File: src/rtl/uart_tx_sched_if.sv
// uart_tx_sched_if: bundles the two requester channels and the transmitter
// launch port of the UART transmit scheduler.
//
// Signals:
//   res_empty  edge-result FIFO empty
//   res_rd_en  FIFO read strobe, one-cycle pulse; res_data is valid next cycle
//   res_data   FIFO read data
//   rsp_valid  response byte available
//   rsp_data   response byte
//   rsp_last   marks rsp_data as the final byte of a packet
//   rsp_ready  response acceptance
//   tx_flag    one-cycle transmit start pulse to uart_ctrl
//   tx_data    byte to transmit, held until the next launch
//
// Handshake rules: a response byte moves on the rising clock edge where
// rsp_valid && rsp_ready are both high; the source holds rsp_valid, rsp_data
// and rsp_last stable until that edge, and rsp_ready may depend
// combinationally on rsp_valid. The result FIFO is a read-strobe port: a
// res_rd_en pulse pops one byte, which is presented on res_data during the
// following cycle. tx_flag is a bare pulse with no back-pressure.
//
// Modports: master = scheduler side, slave = requesters + transmitter side.
interface uart_tx_sched_if;
  logic       res_empty;
  logic       res_rd_en;
  logic [7:0] res_data;
  logic       rsp_valid;
  logic [7:0] rsp_data;
  logic       rsp_last;
  logic       rsp_ready;
  logic       tx_flag;
  logic [7:0] tx_data;

  modport master (
    input  res_empty, res_data, rsp_valid, rsp_data, rsp_last,
    output res_rd_en, rsp_ready, tx_flag, tx_data
  );

  modport slave (
    output res_empty, res_data, rsp_valid, rsp_data, rsp_last,
    input  res_rd_en, rsp_ready, tx_flag, tx_data
  );
endinterface

File: src/rtl/uart_tx_sched.sv
// uart_tx_sched: shares one UART transmitter between the edge-result FIFO
// and the command-response generator, pacing bytes with an internal byte
// timer because the transmitter reports no busy/done status.
//
// Parameters:
//   CLK_DIV  sclk cycles per UART bit (matches the divider in uart_ctrl)
//   GAP_CYC  idle sclk cycles appended after each stop bit
//   CNT_W    byte-timer width, must hold 10*CLK_DIV+GAP_CYC
//
// Ports:
//   sclk       system clock
//   rst_n      asynchronous active-low reset
//   en         scheduler enable, sampled only in IDLE
//   bus        uart_tx_sched_if.master (FIFO, response and launch signals)
//   busy       high in every state except IDLE
//   grant      owner of the current/last byte: 0 = results, 1 = response
//   state_dbg  current FSM state (IDLE=0, FETCH=1, LAUNCH=2, WAIT=3)
module uart_tx_sched #(
  parameter int CLK_DIV = 5208,
  parameter int GAP_CYC = 2,
  parameter int CNT_W   = 16
) (
  input  logic            sclk,
  input  logic            rst_n,
  input  logic            en,
  uart_tx_sched_if.master bus,
  output logic            busy,
  output logic            grant,
  output logic [1:0]      state_dbg
);

  typedef enum logic [1:0] {IDLE = 2'd0, FETCH = 2'd1, LAUNCH = 2'd2, WAIT = 2'd3} state_t;

  localparam int               BYTE_CYC = 10 * CLK_DIV + GAP_CYC;
  localparam logic [CNT_W-1:0] LAST_CNT = CNT_W'(BYTE_CYC - 1);

  state_t           state_q, state_d;
  logic [CNT_W-1:0] cnt_q;
  logic [7:0]       tx_data_q;
  logic             grant_q;
  logic             lock_q;
  logic             serve_res, serve_rsp;

  // Arbitration, evaluated only in IDLE with en high. A locked packet
  // excludes the FIFO entirely; otherwise a tie goes opposite to the last
  // grant. rst_n gates the strobes so they read 0 while reset is held.
  always_comb begin
    serve_res = 1'b0;
    serve_rsp = 1'b0;
    if (rst_n && state_q == IDLE && en) begin
      if (lock_q) begin
        serve_rsp = bus.rsp_valid;
      end else if (!bus.res_empty && bus.rsp_valid) begin
        serve_res = grant_q;
        serve_rsp = !grant_q;
      end else if (!bus.res_empty) begin
        serve_res = 1'b1;
      end else begin
        serve_rsp = bus.rsp_valid;
      end
    end
  end

  // State register
  always_ff @(posedge sclk or negedge rst_n) begin
    if (!rst_n) state_q <= IDLE;
    else        state_q <= state_d;
  end

  // Next-state logic
  always_comb begin
    state_d = state_q;
    case (state_q)
      IDLE: begin
        if (serve_res)      state_d = FETCH;
        else if (serve_rsp) state_d = LAUNCH;
      end
      FETCH:  state_d = LAUNCH;
      LAUNCH: state_d = WAIT;
      WAIT:   if (cnt_q == LAST_CNT) state_d = IDLE;
      default: state_d = IDLE;
    endcase
  end

  // Output logic
  always_comb begin
    bus.res_rd_en = serve_res;
    bus.rsp_ready = serve_rsp;
    bus.tx_flag   = (state_q == LAUNCH);
    bus.tx_data   = tx_data_q;
    busy          = (state_q != IDLE);
    grant         = grant_q;
    state_dbg     = state_q;
  end

  // Datapath: byte register, owner, packet lock and byte timer.
  // The timer starts at 1 in LAUNCH so that leaving WAIT at BYTE_CYC-1
  // puts the first IDLE cycle exactly BYTE_CYC cycles after tx_flag.
  always_ff @(posedge sclk or negedge rst_n) begin
    if (!rst_n) begin
      tx_data_q <= 8'h00;
      grant_q   <= 1'b1;
      lock_q    <= 1'b0;
      cnt_q     <= '0;
    end else begin
      if (state_q == FETCH)  tx_data_q <= bus.res_data;
      else if (serve_rsp)    tx_data_q <= bus.rsp_data;

      if (serve_res) grant_q <= 1'b0;
      if (serve_rsp) begin
        grant_q <= 1'b1;
        lock_q  <= !bus.rsp_last;
      end

      if (state_q == LAUNCH)    cnt_q <= CNT_W'(1);
      else if (state_q == WAIT) cnt_q <= cnt_q + CNT_W'(1);
    end
  end

endmodule

File: src/flat_wrapper.sv
// flat-port wrapper written by rule: the top's interface ports become plain ports
module uart_tx_sched_flat 
#(
  parameter int CLK_DIV = 5208,
  parameter int GAP_CYC = 2,
  parameter int CNT_W   = 16
)
  (sclk, rst_n, en, busy, grant, state_dbg, bus_res_empty, bus_res_data, bus_rsp_valid, bus_rsp_data, bus_rsp_last, bus_res_rd_en, bus_rsp_ready, bus_tx_flag, bus_tx_data);
  uart_tx_sched_if bus_i ();
  input  logic sclk;
  input  logic rst_n;
  input  logic en;
  output logic busy;
  output logic grant;
  output logic [1:0] state_dbg;
  input wire logic [$bits(bus_i.res_empty)-1:0] bus_res_empty;
  input wire logic [$bits(bus_i.res_data)-1:0] bus_res_data;
  input wire logic [$bits(bus_i.rsp_valid)-1:0] bus_rsp_valid;
  input wire logic [$bits(bus_i.rsp_data)-1:0] bus_rsp_data;
  input wire logic [$bits(bus_i.rsp_last)-1:0] bus_rsp_last;
  output wire logic [$bits(bus_i.res_rd_en)-1:0] bus_res_rd_en;
  output wire logic [$bits(bus_i.rsp_ready)-1:0] bus_rsp_ready;
  output wire logic [$bits(bus_i.tx_flag)-1:0] bus_tx_flag;
  output wire logic [$bits(bus_i.tx_data)-1:0] bus_tx_data;
  assign bus_i.res_empty = bus_res_empty;
  assign bus_i.res_data = bus_res_data;
  assign bus_i.rsp_valid = bus_rsp_valid;
  assign bus_i.rsp_data = bus_rsp_data;
  assign bus_i.rsp_last = bus_rsp_last;
  assign bus_res_rd_en = bus_i.res_rd_en;
  assign bus_rsp_ready = bus_i.rsp_ready;
  assign bus_tx_flag = bus_i.tx_flag;
  assign bus_tx_data = bus_i.tx_data;
  uart_tx_sched #(.CLK_DIV(CLK_DIV), .GAP_CYC(GAP_CYC), .CNT_W(CNT_W)) u_core (.sclk(sclk), .rst_n(rst_n), .en(en), .bus(bus_i), .busy(busy), .grant(grant), .state_dbg(state_dbg));
endmodule
File: config.mk
export PLATFORM = sky130hd
export DESIGN_NAME = uart_tx_sched_flat
export DESIGN_NICKNAME = d
export VERILOG_FILES = /design/src/rtl/uart_tx_sched_if.sv /design/src/rtl/uart_tx_sched.sv /design/src/flat_wrapper.sv
export SDC_FILE = /design/constraint.sdc
export NUM_CORES = 1
export LEC_CHECK = 0
export CAP_MARGIN = 20
export CORE_ASPECT_RATIO = 0.5
export CORE_UTILIZATION = 35
export CTS_CLUSTER_SIZE = 20
export DETAILED_ROUTE_END_ITERATION = 10
export PLACE_DENSITY = 0.68
export SLEW_MARGIN = 20
export SYNTH_ARGS = -nofsm -noshare
export SYNTH_HDL_FRONTEND = slang
export SYNTH_SLANG_ARGS = --single-unit
File: constraint.sdc
create_clock -name sclk -period 3.6 [get_ports sclk]
set_input_delay 0.54 -clock sclk [delete_from_list [all_inputs] [get_ports sclk]]
set_output_delay 0.54 -clock sclk [all_outputs]
set_load 0.05 [all_outputs]
**Yosys cells after proc, flatten, opt, wreduce, memory -nomap -nowiden**

Cells that the tools add are included.

- Flip-flop bits (word level): 28
- Bits of input ports: 22
- Output and inout port bits: 15
- Logic and storage cells: 42

- Add/subtract/negate cells: 1
- Eq/ne operators: 6
- Mux-type cells: 18
- Reductions and logical operators: 12

Operators with widths:

| cell | count |
|---|---|
| $mux W16 | 2 |
| $add A16 B1 Y16 const B | 1 |
| $eq A16 B16 Y1 const B | 1 |
| $mux W8 | 2 |
| $mux W1 | 10 |
| $pmux W2 S4 | 1 |
| $reduce_bool A2 Y1 | 4 |
| $mux W2 | 3 |
| $eq A2 B2 Y1 const B | 2 |
| $logic_and A1 B1 Y1 | 3 |
| $logic_not A1 Y1 | 3 |
| $ne A3 B3 Y1 const B | 1 |
| $eq A2 B1 Y1 const B | 1 |
| $logic_not A2 Y1 | 1 |
| $ne A2 B1 Y1 const B | 1 |
| $reduce_and A2 Y1 | 1 |

**Depth between registers and ports, before layout**

- Word-level depth: 8
- Gate-level depth with buffers: 7
- Gate-level depth less buffers: 6

**Worst setup path after synthesis**

OpenSTA, ideal clock, no wires.

- Path type: reg-to-reg
- Start point: register u_core.state_q[0] (netlist: u_core.state_dbg[0])
- End point: register u_core.state_q[1] (netlist: u_core.state_dbg[1])
- Library setup time: 0.125 ns
- Arrival time: 4.322 ns
- Slack: -0.846 ns
- Cell stages (with the launch flop): 7
- Buffers on the path: 0
- Clock period less this slack: 4.446 ns
- Cell sequence: dfrtp_1 inv_1 ha_1 nand3_1 a2111oi_0 a21oi_1 mux2_2

- Longest elaborated chain between the ends: 6

RTL lines:

| what | line | RTL |
|---|---|---|
| start, declared | uart_tx_sched.sv:37 | `state_t state_q, state_d;` |
| start signal, assigned | uart_tx_sched.sv:67 | `else state_q <= state_d;` |
| $logic_not A2 Y1 * | uart_tx_sched.sv:50 | `if (rst_n && state_q == IDLE && en) begin` |
| $logic_and A1 B1 Y1 * (2 in series) | uart_tx_sched.sv:50 |  |
| $mux W1 * | uart_tx_sched.sv:50 |  |
| net bus_res_rd_en | flat_wrapper.sv:21 | `output wire logic [$bits(bus_i.res_rd_en)-1:0] bus_res_rd_en;` |
| $mux W2 / $ne A3 B3 Y1 (equally long branches) | n/a |  |
| $pmux W2 S4 / $reduce_and A2 Y1 (equally long branches) | n/a |  |

Mark *: on every way through the listed nets, which the timed path passes. The rest lies on a longest branch.
A chain may end at the register's enable or synchronous reset.

**Final worst setup path**

- Start point: register u_core.state_q[0] (netlist: u_core.state_dbg[0])
- End point: output port bus_tx_flag

- Longest elaborated chain between the ends: 1

RTL lines:

| what | line | RTL |
|---|---|---|
| $eq A2 B2 Y1 | uart_tx_sched.sv:89 | `bus.tx_flag = (state_q == LAUNCH);` |
| end, declared | flat_wrapper.sv:23 | `output wire logic [$bits(bus_i.tx_flag)-1:0] bus_tx_flag;` |

Every way passes these cells.

==> flow_summary.yaml <==
yosys:
  synth_cells: 155
  synth_fp_nets: 184
  yosysWarnings: 0
  synth_compound_area_share_pct: 12.5
  synth_top_family_by_area: "simple AND/OR/NAND/NOR gates"
  synthMuxAreaShare_pct: 7.39
  synthFlopType: "dfrtp_1"
  yosys.area_share.simple_pct: 19.3
  synthXorXnorAreaFrac_pct: 4.65
  async_flop_share_pct: 100
  synthesis.area_um2: 1510
  seq_area_frac_synth_pct: 46.6
  avgSynthCellArea_um2: 9.73
  synth_edf_count: 0
  synth-seq-cells: 28
  synth_cell_types: 34
  synth_fa_ha_area_share_pct: 5.81
grt:
  grt_pass1_vias: 1177
  grt_overflow: 0
  grt_max_degree: 30
  grt_pass1_wl_mm: 5.44
  antenna_found_initial: 0
  grt_usage_pct: 15.1
setup_path:
  crit_fanout: 11
  cp_data_arrival_time_ps: 2140
  crit_chain: "inv_1 -> ha_1 -> clkdlybuf4s50_1"
  worstSetupEndpointType: "primary output"
  critPathSlowestCell: "clkdlybuf4s50_1"
  cp_data_required_time_ps: 3060
  worst_path_largest_cell_delay_ps: 890
  critPathLaunchType: "flop"
  path_class: "flop to primary output"
timing:
  grt_setup_unrepaired: "no"
  fin_worst_skew_ps: 2.28
  fin_setup_tns_ps: 0
  report.final.hold_viol_count: 0
  finalWorstSetupSlack_ps: 917
  fmax_mhz: 373
  slew-limit-headroom_pct: 53.8
  tightest_slew_ps: 687
  holdWs_ps: 551
  drv_slew: 0
  fin_crit_sh_pct: 74.5
  min_period_ps: 2680
  setup_viol: 0
drt:
  vias_per_cell: 5.07
  vias: 1247
  wl_mm: 3.25
  drc: 0
  detail-route-antenna-nets: 0
  drt-initial-drc-count: 48
  drt-pass1-iter-count: 4
  drt-wirelength-per-cell_um: 13.2
power:
  switching_share_pct: 18.1
  seqPwrFrac_pct: 53.2
  p_per_area_nw_per_um2: 291
  combinationalPowerShare_pct: 5.4
  p_total_mw: 0.591
  power_frac_clock_pct: 41.4
  ir_worst_vdd_mv: 0.177
  p_switching_mw: 0.107
  p_int_mw: 0.484
  p_leak_nw: 0.847
cts:
  cts-root-buf: "clkbuf_8"
  cts.sinks: 28
  insertion_delay_ps: 270
  htree_levels: 1
  cts_buffers: 3
  tritoncts: "yes"
  cts_max_path_buffers: 2
  post_cts_resized: 0
  clk_pin_slew_ps: 90
  post_cts_buffers: 0
  holdBufCountCts: 0
placement:
  place_ws_ps: 1160
  io_buffers: 36
  hpwlAfterDp_mm: 2.46
  post_dp_cell_area_um2: 1960
  dp.cells: 242
  gp_congestion: 0.756
hold_path:
  min_path_type: "flop to flop"
layout:
  final_nets: 222
  final_common_cell: "clkdlybuf4s50_1"
  utilization_pct: 50.7
  n_antenna_cell: 0
  layout.cells.non_filler: 246
  stdcell_area_um2: 2030
  syn2layout_area_growth_pct: 34.6
  layout-drive-gt1-share_pct: 8.33
  mostFrequentLayoutCells: "34 x clkdlybuf4s50_1, 27 x dfrtp_1, 14 x nand2_1, 12 x nor2_1"
floorplan:
  chipHeight_um: 48.4
  fp-row-count: 16
  design.die.area_um2: 4590
  fp.coreArea_um2: 4000
  die_x_um: 94.8
  ioPinCount: 37
  initial_utilization_pct: 37.7
job:
  max_cap_violations: 0
status:
  outcome: "complete, no violations"
## cells in the mapped netlist, types with 2 or more instances
| cell | n | area, um2 |
|---|---|---|
| dfrtp_1 | 27 | 676 |
| nand2_1 | 14 | 52.6 |
| nor2_1 | 12 | 45.0 |
| a21oi_1 | 10 | 50.1 |
| mux2i_1 | 10 | 100 |
| o21ai_0 | 10 | 50.1 |
| inv_1 | 8 | 30.0 |
| nand3_1 | 8 | 40.0 |
| ha_1 | 7 | 87.6 |
| nand4_1 | 5 | 31.3 |
| xnor2_1 | 5 | 43.8 |
| o31ai_1 | 4 | 30.0 |
| or3_1 | 4 | 25.0 |
| or4_1 | 4 | 30.0 |
| buf_2 | 3 | 15.0 |
| xor2_1 | 3 | 26.3 |
| clkbuf_1 | 2 | 7.51 |
| nor3_1 | 2 | 10.0 |
| nor4_1 | 2 | 12.5 |
## power by group through the flow
stage | Combinational, mW | Sequential, mW | Clock, mW
3_3_place_gp | 0.0321 | 0.320 | 0
2_1_floorplan | 0.00101 | 0.321 | 0
6_report | 0.0320 | 0.314 | 0.245
5_1_grt | 0.0350 | 0.314 | 0.265
3_5_place_dp | 0.0326 | 0.320 | 0
4_1_cts | 0.0327 | 0.314 | 0.251
## kinds of logic (layout without fill, tap and decap cells)
| group | Yosys count | in the layout |
|---|---|---|
| simple gates | 56 | 56 |
| compound gates | 31 | 31 |
| flops | 28 | 28 |
| buf+inv | 14 | 51 |
| mux | 11 | 11 |
| xor+xnor | 8 | 8 |
| fa+ha+maj | 7 | 7 |
## flip-flops by register name, indices dropped and copies added, names as in the netlist
signal / flops
u_core.lock_q: 1
u_core.cnt_q: 16
u_core.bus.tx_data: 8
u_core.grant: 1
u_core.state_dbg: 2
## worst max-delay path, delay by kind of cell, from the launching register on
family                     cells  cell delay (ps)
adders and majority gates      1              420
DFF                            1              420
buffers and inverters          2             1030
## worst paths after layout
check                           depth (start not counted)                            start  slack, ps                           endpoint
worst max register to register                          6  u_core.state_dbg[0]$_DFFE_PN0P_       1190       u_core.cnt_q[15]$_DFFE_PN0P_
max in group asynchronous                               2                            rst_n       2550           u_core.grant$_DFFE_PN1P_
worst min-delay path                                    2         u_core.grant$_DFFE_PN1P_        550           u_core.grant$_DFFE_PN1P_
worst min register to register                          2         u_core.grant$_DFFE_PN1P_        550           u_core.grant$_DFFE_PN1P_
worst max-delay path                                    3  u_core.state_dbg[0]$_DFFE_PN0P_        920                        bus_tx_flag
min in group asynchronous                               2                            rst_n        740  u_core.bus.tx_data[3]$_DFFE_PN0P_
## routing by layer
| layer | up-vias | global-route usage [%] | share of wire (%) |
|---|---|---|---|
| met3 | 2 | 3.30 | 3.0 |
| met4 | 0 | 2.27 | 0.71 |
| li1 | 629 | - | - |
| met1 | 597 | 19.7 | 47 |
| met2 | 19 | 26.3 | 49 |
| met5 | - | 0 | 0 |
## final cells by class
cell class / instances / area (um2)
Fill cell: 387 / 1970
Multi-Input combinational cell: 113 / 756
Sequential cell: 28 / 702
Timing Repair Buffer: 39 / 403
Tap cell: 54 / 67.6
Clock buffer: 3 / 41.3
Clock inverter: 1 / 30.0
Inverter: 8 / 30.0
Power figures use the tool's default switching activity.
